[src/rtl/reg_scoreboard_if.sv]
// reg_scoreboard_if: decode/writeback handshake bundle between the pipeline and the register scoreboard.
interface reg_scoreboard_if #(parameter int AW = 5);
    logic          id_fire;
    logic          id_RegWr;
    logic [AW-1:0] id_rd;
    logic          id_rs1_en;
    logic          id_rs2_en;
    logic [AW-1:0] id_rs1;
    logic [AW-1:0] id_rs2;
    logic          wb_fire;
    logic          wb_RegWr;
    logic [AW-1:0] wb_rd;
    logic          flush;
    logic          raw_stall;
    logic          pending_any;
    logic          sb_err;
    modport master (
        output id_fire, id_RegWr, id_rd, id_rs1_en, id_rs2_en, id_rs1, id_rs2,
               wb_fire, wb_RegWr, wb_rd, flush,
        input  raw_stall, pending_any, sb_err
    );
    modport slave (
        input  id_fire, id_RegWr, id_rd, id_rs1_en, id_rs2_en, id_rs1, id_rs2,
               wb_fire, wb_RegWr, wb_rd, flush,
        output raw_stall, pending_any, sb_err
    );
endinterface

[src/rtl/reg_scoreboard.sv]
// reg_scoreboard: per-register in-flight writer counters producing RAW/WAW issue stalls.
module reg_scoreboard #(
    parameter int NREG  = 32,
    parameter int CNT_W = 2
) (
    input logic         clk,
    input logic         rst,
    reg_scoreboard_if.slave sb
);
    localparam int AW = $clog2(NREG);
    localparam logic [CNT_W-1:0] MAX = '1;
    logic             w_iss, w_ret, w_same, w_ovf, w_unf;
    logic [CNT_W-1:0] w_cnt [NREG];
    logic [CNT_W-1:0] w_eff [NREG];
    logic [NREG-1:0]  w_nz;
    logic             r_err;
    assign w_iss  = sb.id_fire && sb.id_RegWr && sb.id_rd != '0;
    assign w_ret  = sb.wb_fire && sb.wb_RegWr && sb.wb_rd != '0;
    assign w_same = w_iss && w_ret && sb.id_rd == sb.wb_rd;
    assign w_ovf  = w_iss && !w_same && w_cnt[sb.id_rd] == MAX;
    assign w_unf  = w_ret && !w_same && w_cnt[sb.wb_rd] == '0;
    for (genvar g = 0; g < NREG; g++) begin : g_reg
        if (g == 0) begin : g_x0
            assign w_cnt[g] = '0;
            assign w_eff[g] = '0;
            assign w_nz[g]  = 1'b0;
        end else begin : g_rn
            logic             w_inc, w_dec;
            logic [CNT_W-1:0] r_cnt;
            assign w_inc = w_iss && sb.id_rd == AW'(g);
            assign w_dec = w_ret && sb.wb_rd == AW'(g);
            always_ff @(posedge clk or posedge rst)
                if (rst) r_cnt <= '0;
                else if (sb.flush) r_cnt <= '0;
                else if (w_inc && !w_dec && r_cnt != MAX) r_cnt <= r_cnt + 1'b1;
                else if (w_dec && !w_inc && r_cnt != '0) r_cnt <= r_cnt - 1'b1;
            assign w_cnt[g] = r_cnt;
            // write-first regfile: a retiring writer is already visible to decode
            assign w_eff[g] = (w_dec && r_cnt != '0) ? r_cnt - 1'b1 : r_cnt;
            assign w_nz[g]  = |r_cnt;
        end
    end
    always_ff @(posedge clk or posedge rst)
        if (rst) r_err <= 1'b0;
        else if (!sb.flush && (w_ovf || w_unf)) r_err <= 1'b1;
    assign sb.raw_stall = (sb.id_rs1_en && sb.id_rs1 != '0 && w_eff[sb.id_rs1] != '0)
                       || (sb.id_rs2_en && sb.id_rs2 != '0 && w_eff[sb.id_rs2] != '0)
                       || (sb.id_RegWr && sb.id_rd != '0 && w_eff[sb.id_rd] == MAX);
    assign sb.pending_any = |w_nz;
    assign sb.sb_err      = r_err;
endmodule

[src/flat_wrapper.sv]
// flat-port wrapper written by rule: the top's interface ports become plain ports
module reg_scoreboard_flat 
#(
    parameter int NREG  = 32,
    parameter int CNT_W = 2
)
  (clk, rst, sb_id_fire, sb_id_RegWr, sb_id_rd, sb_id_rs1_en, sb_id_rs2_en, sb_id_rs1, sb_id_rs2, sb_wb_fire, sb_wb_RegWr, sb_wb_rd, sb_flush, sb_raw_stall, sb_pending_any, sb_sb_err);
  reg_scoreboard_if sb_i ();
  input logic clk;
  input logic rst;
  input wire logic [$bits(sb_i.id_fire)-1:0] sb_id_fire;
  input wire logic [$bits(sb_i.id_RegWr)-1:0] sb_id_RegWr;
  input wire logic [$bits(sb_i.id_rd)-1:0] sb_id_rd;
  input wire logic [$bits(sb_i.id_rs1_en)-1:0] sb_id_rs1_en;
  input wire logic [$bits(sb_i.id_rs2_en)-1:0] sb_id_rs2_en;
  input wire logic [$bits(sb_i.id_rs1)-1:0] sb_id_rs1;
  input wire logic [$bits(sb_i.id_rs2)-1:0] sb_id_rs2;
  input wire logic [$bits(sb_i.wb_fire)-1:0] sb_wb_fire;
  input wire logic [$bits(sb_i.wb_RegWr)-1:0] sb_wb_RegWr;
  input wire logic [$bits(sb_i.wb_rd)-1:0] sb_wb_rd;
  input wire logic [$bits(sb_i.flush)-1:0] sb_flush;
  output wire logic [$bits(sb_i.raw_stall)-1:0] sb_raw_stall;
  output wire logic [$bits(sb_i.pending_any)-1:0] sb_pending_any;
  output wire logic [$bits(sb_i.sb_err)-1:0] sb_sb_err;
  assign sb_i.id_fire = sb_id_fire;
  assign sb_i.id_RegWr = sb_id_RegWr;
  assign sb_i.id_rd = sb_id_rd;
  assign sb_i.id_rs1_en = sb_id_rs1_en;
  assign sb_i.id_rs2_en = sb_id_rs2_en;
  assign sb_i.id_rs1 = sb_id_rs1;
  assign sb_i.id_rs2 = sb_id_rs2;
  assign sb_i.wb_fire = sb_wb_fire;
  assign sb_i.wb_RegWr = sb_wb_RegWr;
  assign sb_i.wb_rd = sb_wb_rd;
  assign sb_i.flush = sb_flush;
  assign sb_raw_stall = sb_i.raw_stall;
  assign sb_pending_any = sb_i.pending_any;
  assign sb_sb_err = sb_i.sb_err;
  reg_scoreboard #(.NREG(NREG), .CNT_W(CNT_W)) u_core (.clk(clk), .rst(rst), .sb(sb_i));
endmodule
[config.mk]
export PLATFORM = sky130hd
export DESIGN_NAME = reg_scoreboard_flat
export DESIGN_NICKNAME = d
export VERILOG_FILES = /design/src/rtl/reg_scoreboard_if.sv /design/src/rtl/reg_scoreboard.sv /design/src/flat_wrapper.sv
export SDC_FILE = /design/constraint.sdc
export NUM_CORES = 1
export LEC_CHECK = 0
export ABC_AREA = 1
export CORE_UTILIZATION = 47
export CTS_CLUSTER_DIAMETER = 100
export DETAILED_ROUTE_END_ITERATION = 12
export GPL_TIMING_DRIVEN = 0
export PLACE_DENSITY = 0.61
export SYNTH_ARGS = -nofsm -noshare
export SYNTH_HDL_FRONTEND = slang
export SYNTH_SLANG_ARGS = --single-unit
[constraint.sdc]
create_clock -name clk -period 4.1 [get_ports clk]
set_clock_uncertainty 0.05 [all_clocks]
set_input_delay 0.82 -clock clk [delete_from_list [all_inputs] [get_ports clk]]
set_output_delay 0.82 -clock clk [all_outputs]
set_load 0.1 [all_outputs]
==> out/results.ini <==
[critical_path]
cpPeakStageDelay_ps=220
critPathKind=input pin to output port
worstPathMaxFanout=10
crit_required_ps=3230
path_cells=clkbuf_4 -> nand2_4 -> inv_1 -> clkbuf_8 -> nand2_2 -> nor2_2 -> nand3_1 -> nand2_1 -> nand2_1 -> nand2_1 -> nand2_1 -> nor2_2 -> nand3_1 -> nor2_2 -> o21bai_1 -> nand2_1 -> nand3_2 -> buf_12
critPathCaptureType=output port
slowest_stage=clkbuf_8
cp_top_family=simple AND/OR/NAND/NOR gates
cp_data_arrival_time_ps=3150
critPathBufInv=4
start_kind=input pin
crit_top_cell=nand2_1

[power_and_ir_drop]
pwr-share-clk=0.341
irDropWorstVdd_uv=205
swShare=0.427
powerDensity_nw_per_um2=277
total_power_mw=2.69
power.switching_mw=1.15
p_seq_frac=0.283
p_leak_nw=4.77
power.internal_mw=1.54
power_frac_comb=0.376

[synth]
synth-seq-cells=63
synth_edf_count=0
async_flop_share=1.00
synthCells=1490
synth_warnings=0
syn_area_per_cell_um2=5.72
ys_types=43
seq_area_frac_synth=0.185
netlist_area_um2=8520
synth_nets=1581
synth_top_flop_cell=dfrtp_1

[global_routing]
grt_first_pass_wirelength_um=58800
grt_max_degree=64
antenna_found_initial=0
grt_usage=0.437
grt-ovfl-total=0
first_global_vias=9819

[detailed_routing]
routedWlPerCell_um=22.7
dr.pass1.iters=7
avgViaCountPerCell=6.21
ant_nets=0
vias=11000
drtIter0Drc=1803
wl_um=40100
drc=0

[cells_and_area]
final-seq-area_um2=1580
drive_gt1_frac=0.0837
n_antenna_cell=0
syn_to_final_growth_pct=14.1
multi_input_comb_area_um2=6110
instances_no_fill=1767
final_util=0.556
nFillCells=1882
final_nets=1628

[floorplan]
initial_core_util=0.487
io_pins=32
die_w_um=137
die_h_um=137
dieArea_um2=18700
rows=48
core_um2=17500

[timing]
finalMaxSlewViolations=0
finalHoldViolCount=0
finalCriticalPeriod_ps=4020
slew_headroom=0.283
fin_crit_sh=0.981
worstMarginPinSlew_ps=1080
setup_viol=0
timing.fmax_mhz=249

[run_status]
status=finished clean

[flow_run]
drv_cap=0

[place]
io_buffers=26
dp_cells=1741
dp_hpwl_um=29700
routabilityCongestion=1.05

[cts]
cts.sinks=63
cts_tree=done
clk_latency_ps=360
cts_made_buffers=9
cts.htree.levels=3
clock-root-buffer=clkbuf_16
clk_path_buf_depth=2
cts.clk_slew.worst_paths_ps=60

[worst_hold_path]
hold_class=flip-flop to flip-flop

[stage by stage]
| step | hold slack, ps | TNS (ps) | setup slack (ps) | instance area [um2] |
|---|---|---|---|---|
| 2_1_floorplan | 464 | 0 | 263 | 8520 |
| 3_3_place_gp | 399 | -2020 | -1850 | 9060 |
| 3_5_place_dp | 400 | -2040 | -1870 | 9060 |
| 4_1_cts | 415 | -183 | -183 | 9490 |
| 5_1_grt | 438 | -21.5 | -21.5 | 9710 |
| 6_report | 410 | 0 | 77.7 | 9710 |
[repair_timing]
item                                    CTS  global route
buffers inserted                          2             8
pin swaps                                 1            12
hold buffers                              0             0
gates resized for setup                  53            64
gates cloned                              0             1
endpoints found under the setup margin    2             2
[registers in the layout, indices dropped and copies added (netlist names)]
register	cells
u_core.g.g_rn.r_cnt	62
u_core.sb.sb_err	1
[path summary, 6_finish.rpt]
| path | from | endpoint | slack [ps] | cells after the start |
|---|---|---|---|---|
| min in group asynchronous | rst | u_core.g_reg[27].g_rn.r_cnt[1]$_DFFE_PP0P_ | 920 | 2 |
| worst min register to register | u_core.sb.sb_err$_DFFE_PP0P_ | u_core.sb.sb_err$_DFFE_PP0P_ | 410 | 2 |
| max in group asynchronous | rst | u_core.g_reg[11].g_rn.r_cnt[0]$_DFFE_PP0P_ | 2410 | 2 |
| worst max register to register | u_core.g_reg[13].g_rn.r_cnt[0]$_DFFE_PP0P_ | u_core.g_reg[13].g_rn.r_cnt[1]$_DFFE_PP0P_ | 2090 | 7 |
| worst max-delay path | sb_wb_rd[1] | sb_raw_stall | 80 | 18 |
| worst min-delay path | u_core.sb.sb_err$_DFFE_PP0P_ | u_core.sb.sb_err$_DFFE_PP0P_ | 410 | 2 |
[cell usage in the layout, fill, tap and decap left out, types with 10 or more instances in the layout]
| master | count |
|---|---|
| a21oi_1 | 13 |
| a221oi_1 | 14 |
| a31oi_1 | 13 |
| buf_4 | 11 |
| clkbuf_1 | 14 |
| clkbuf_16 | 10 |
| clkdlybuf4s50_1 | 16 |
| dfrtp_1 | 63 |
| ha_1 | 62 |
| inv_1 | 204 |
| nand2_1 | 431 |
| nand2_2 | 10 |
| nand3_1 | 195 |
| nand4_1 | 28 |
| nor2_1 | 117 |
| nor2_2 | 30 |
| nor2_4 | 13 |
| nor3_1 | 29 |
| nor4_1 | 19 |
| o21ai_0 | 116 |
| o22ai_1 | 29 |
[power by group through the flow]
stage	registers, mW	logic [mW]	clock network, mW
after floorplan	0.741	0.622	0
after global placement	0.767	0.925	0
after CTS	0.756	0.944	0.911
final	0.761	1.01	0.917
after detailed placement	0.767	0.927	0
after global routing	0.769	1.10	0.939
[layout make-up]
type	instances	share of cell area
clock buffers	11	0.0260
well taps	225	0.0290
repair buffers	37	0.0366
multi-input cells	1173	0.629
flip-flops and latches	63	0.162
inverters	217	0.0848
plain buffers	36	0.0243
clock inverters	5	0.00824
[tightest hold or removal path: stages (launching register included)]
cell and delay, ps:
dfrtp_1 340, inv_1 40, nand2_1 50
[routing by layer]
| layer | vias to the layer above | part of all wire | GRT usage | wire (um) |
|---|---|---|---|---|
| met3 | 190 | 0.13 | 0.103 | 5030 |
| met2 | 776 | 0.41 | 0.657 | 16600 |
| met5 | - | 0 | 0 | 0 |
| li1 | 5037 | - | - | - |
| met4 | 0 | 0.075 | 0.288 | 3000 |
| met1 | 4967 | 0.39 | 0.555 | 15400 |
[synthesized netlist by cell type, types with 2 or more instances]
library cell / number / area share
nor2_4: 3 / 0.0040
a221oi_1: 14 / 0.014
nor3_1: 29 / 0.017
a31oi_1: 13 / 0.0096
o31ai_1: 4 / 0.0035
o22ai_1: 29 / 0.021
dfrtp_1: 63 / 0.19
and2_1: 2 / 0.0015
nor2_2: 19 / 0.014
a21oi_1: 13 / 0.0076
nand2_1: 436 / 0.19
nand2_2: 9 / 0.0066
o21ai_0: 119 / 0.070
buf_1: 5 / 0.0022
a41oi_1: 4 / 0.0041
nand3_1: 196 / 0.12
buf_2: 11 / 0.0065
clkbuf_1: 18 / 0.0079
o21ai_1: 7 / 0.0041
inv_1: 207 / 0.091
clkinv_1: 3 / 0.0013
nor2_1: 138 / 0.061
or2_2: 2 / 0.0015
nor4_1: 19 / 0.014
o211ai_1: 9 / 0.0079
ha_1: 62 / 0.091
nand4_1: 28 / 0.021
xor2_1: 7 / 0.0072
inv_2: 7 / 0.0031
[cell families after synthesis]
kind of cell | count (synthesis) | share of synthesized area
buf+inv | 254 | 0.115
flops | 63 | 0.185
fa+ha+maj | 62 | 0.0911
xor+xnor | 8 | 0.00823
simple gates | 886 | 0.453
compound gates | 217 | 0.147
No activity file was read; power rests on OpenSTA's default activity.
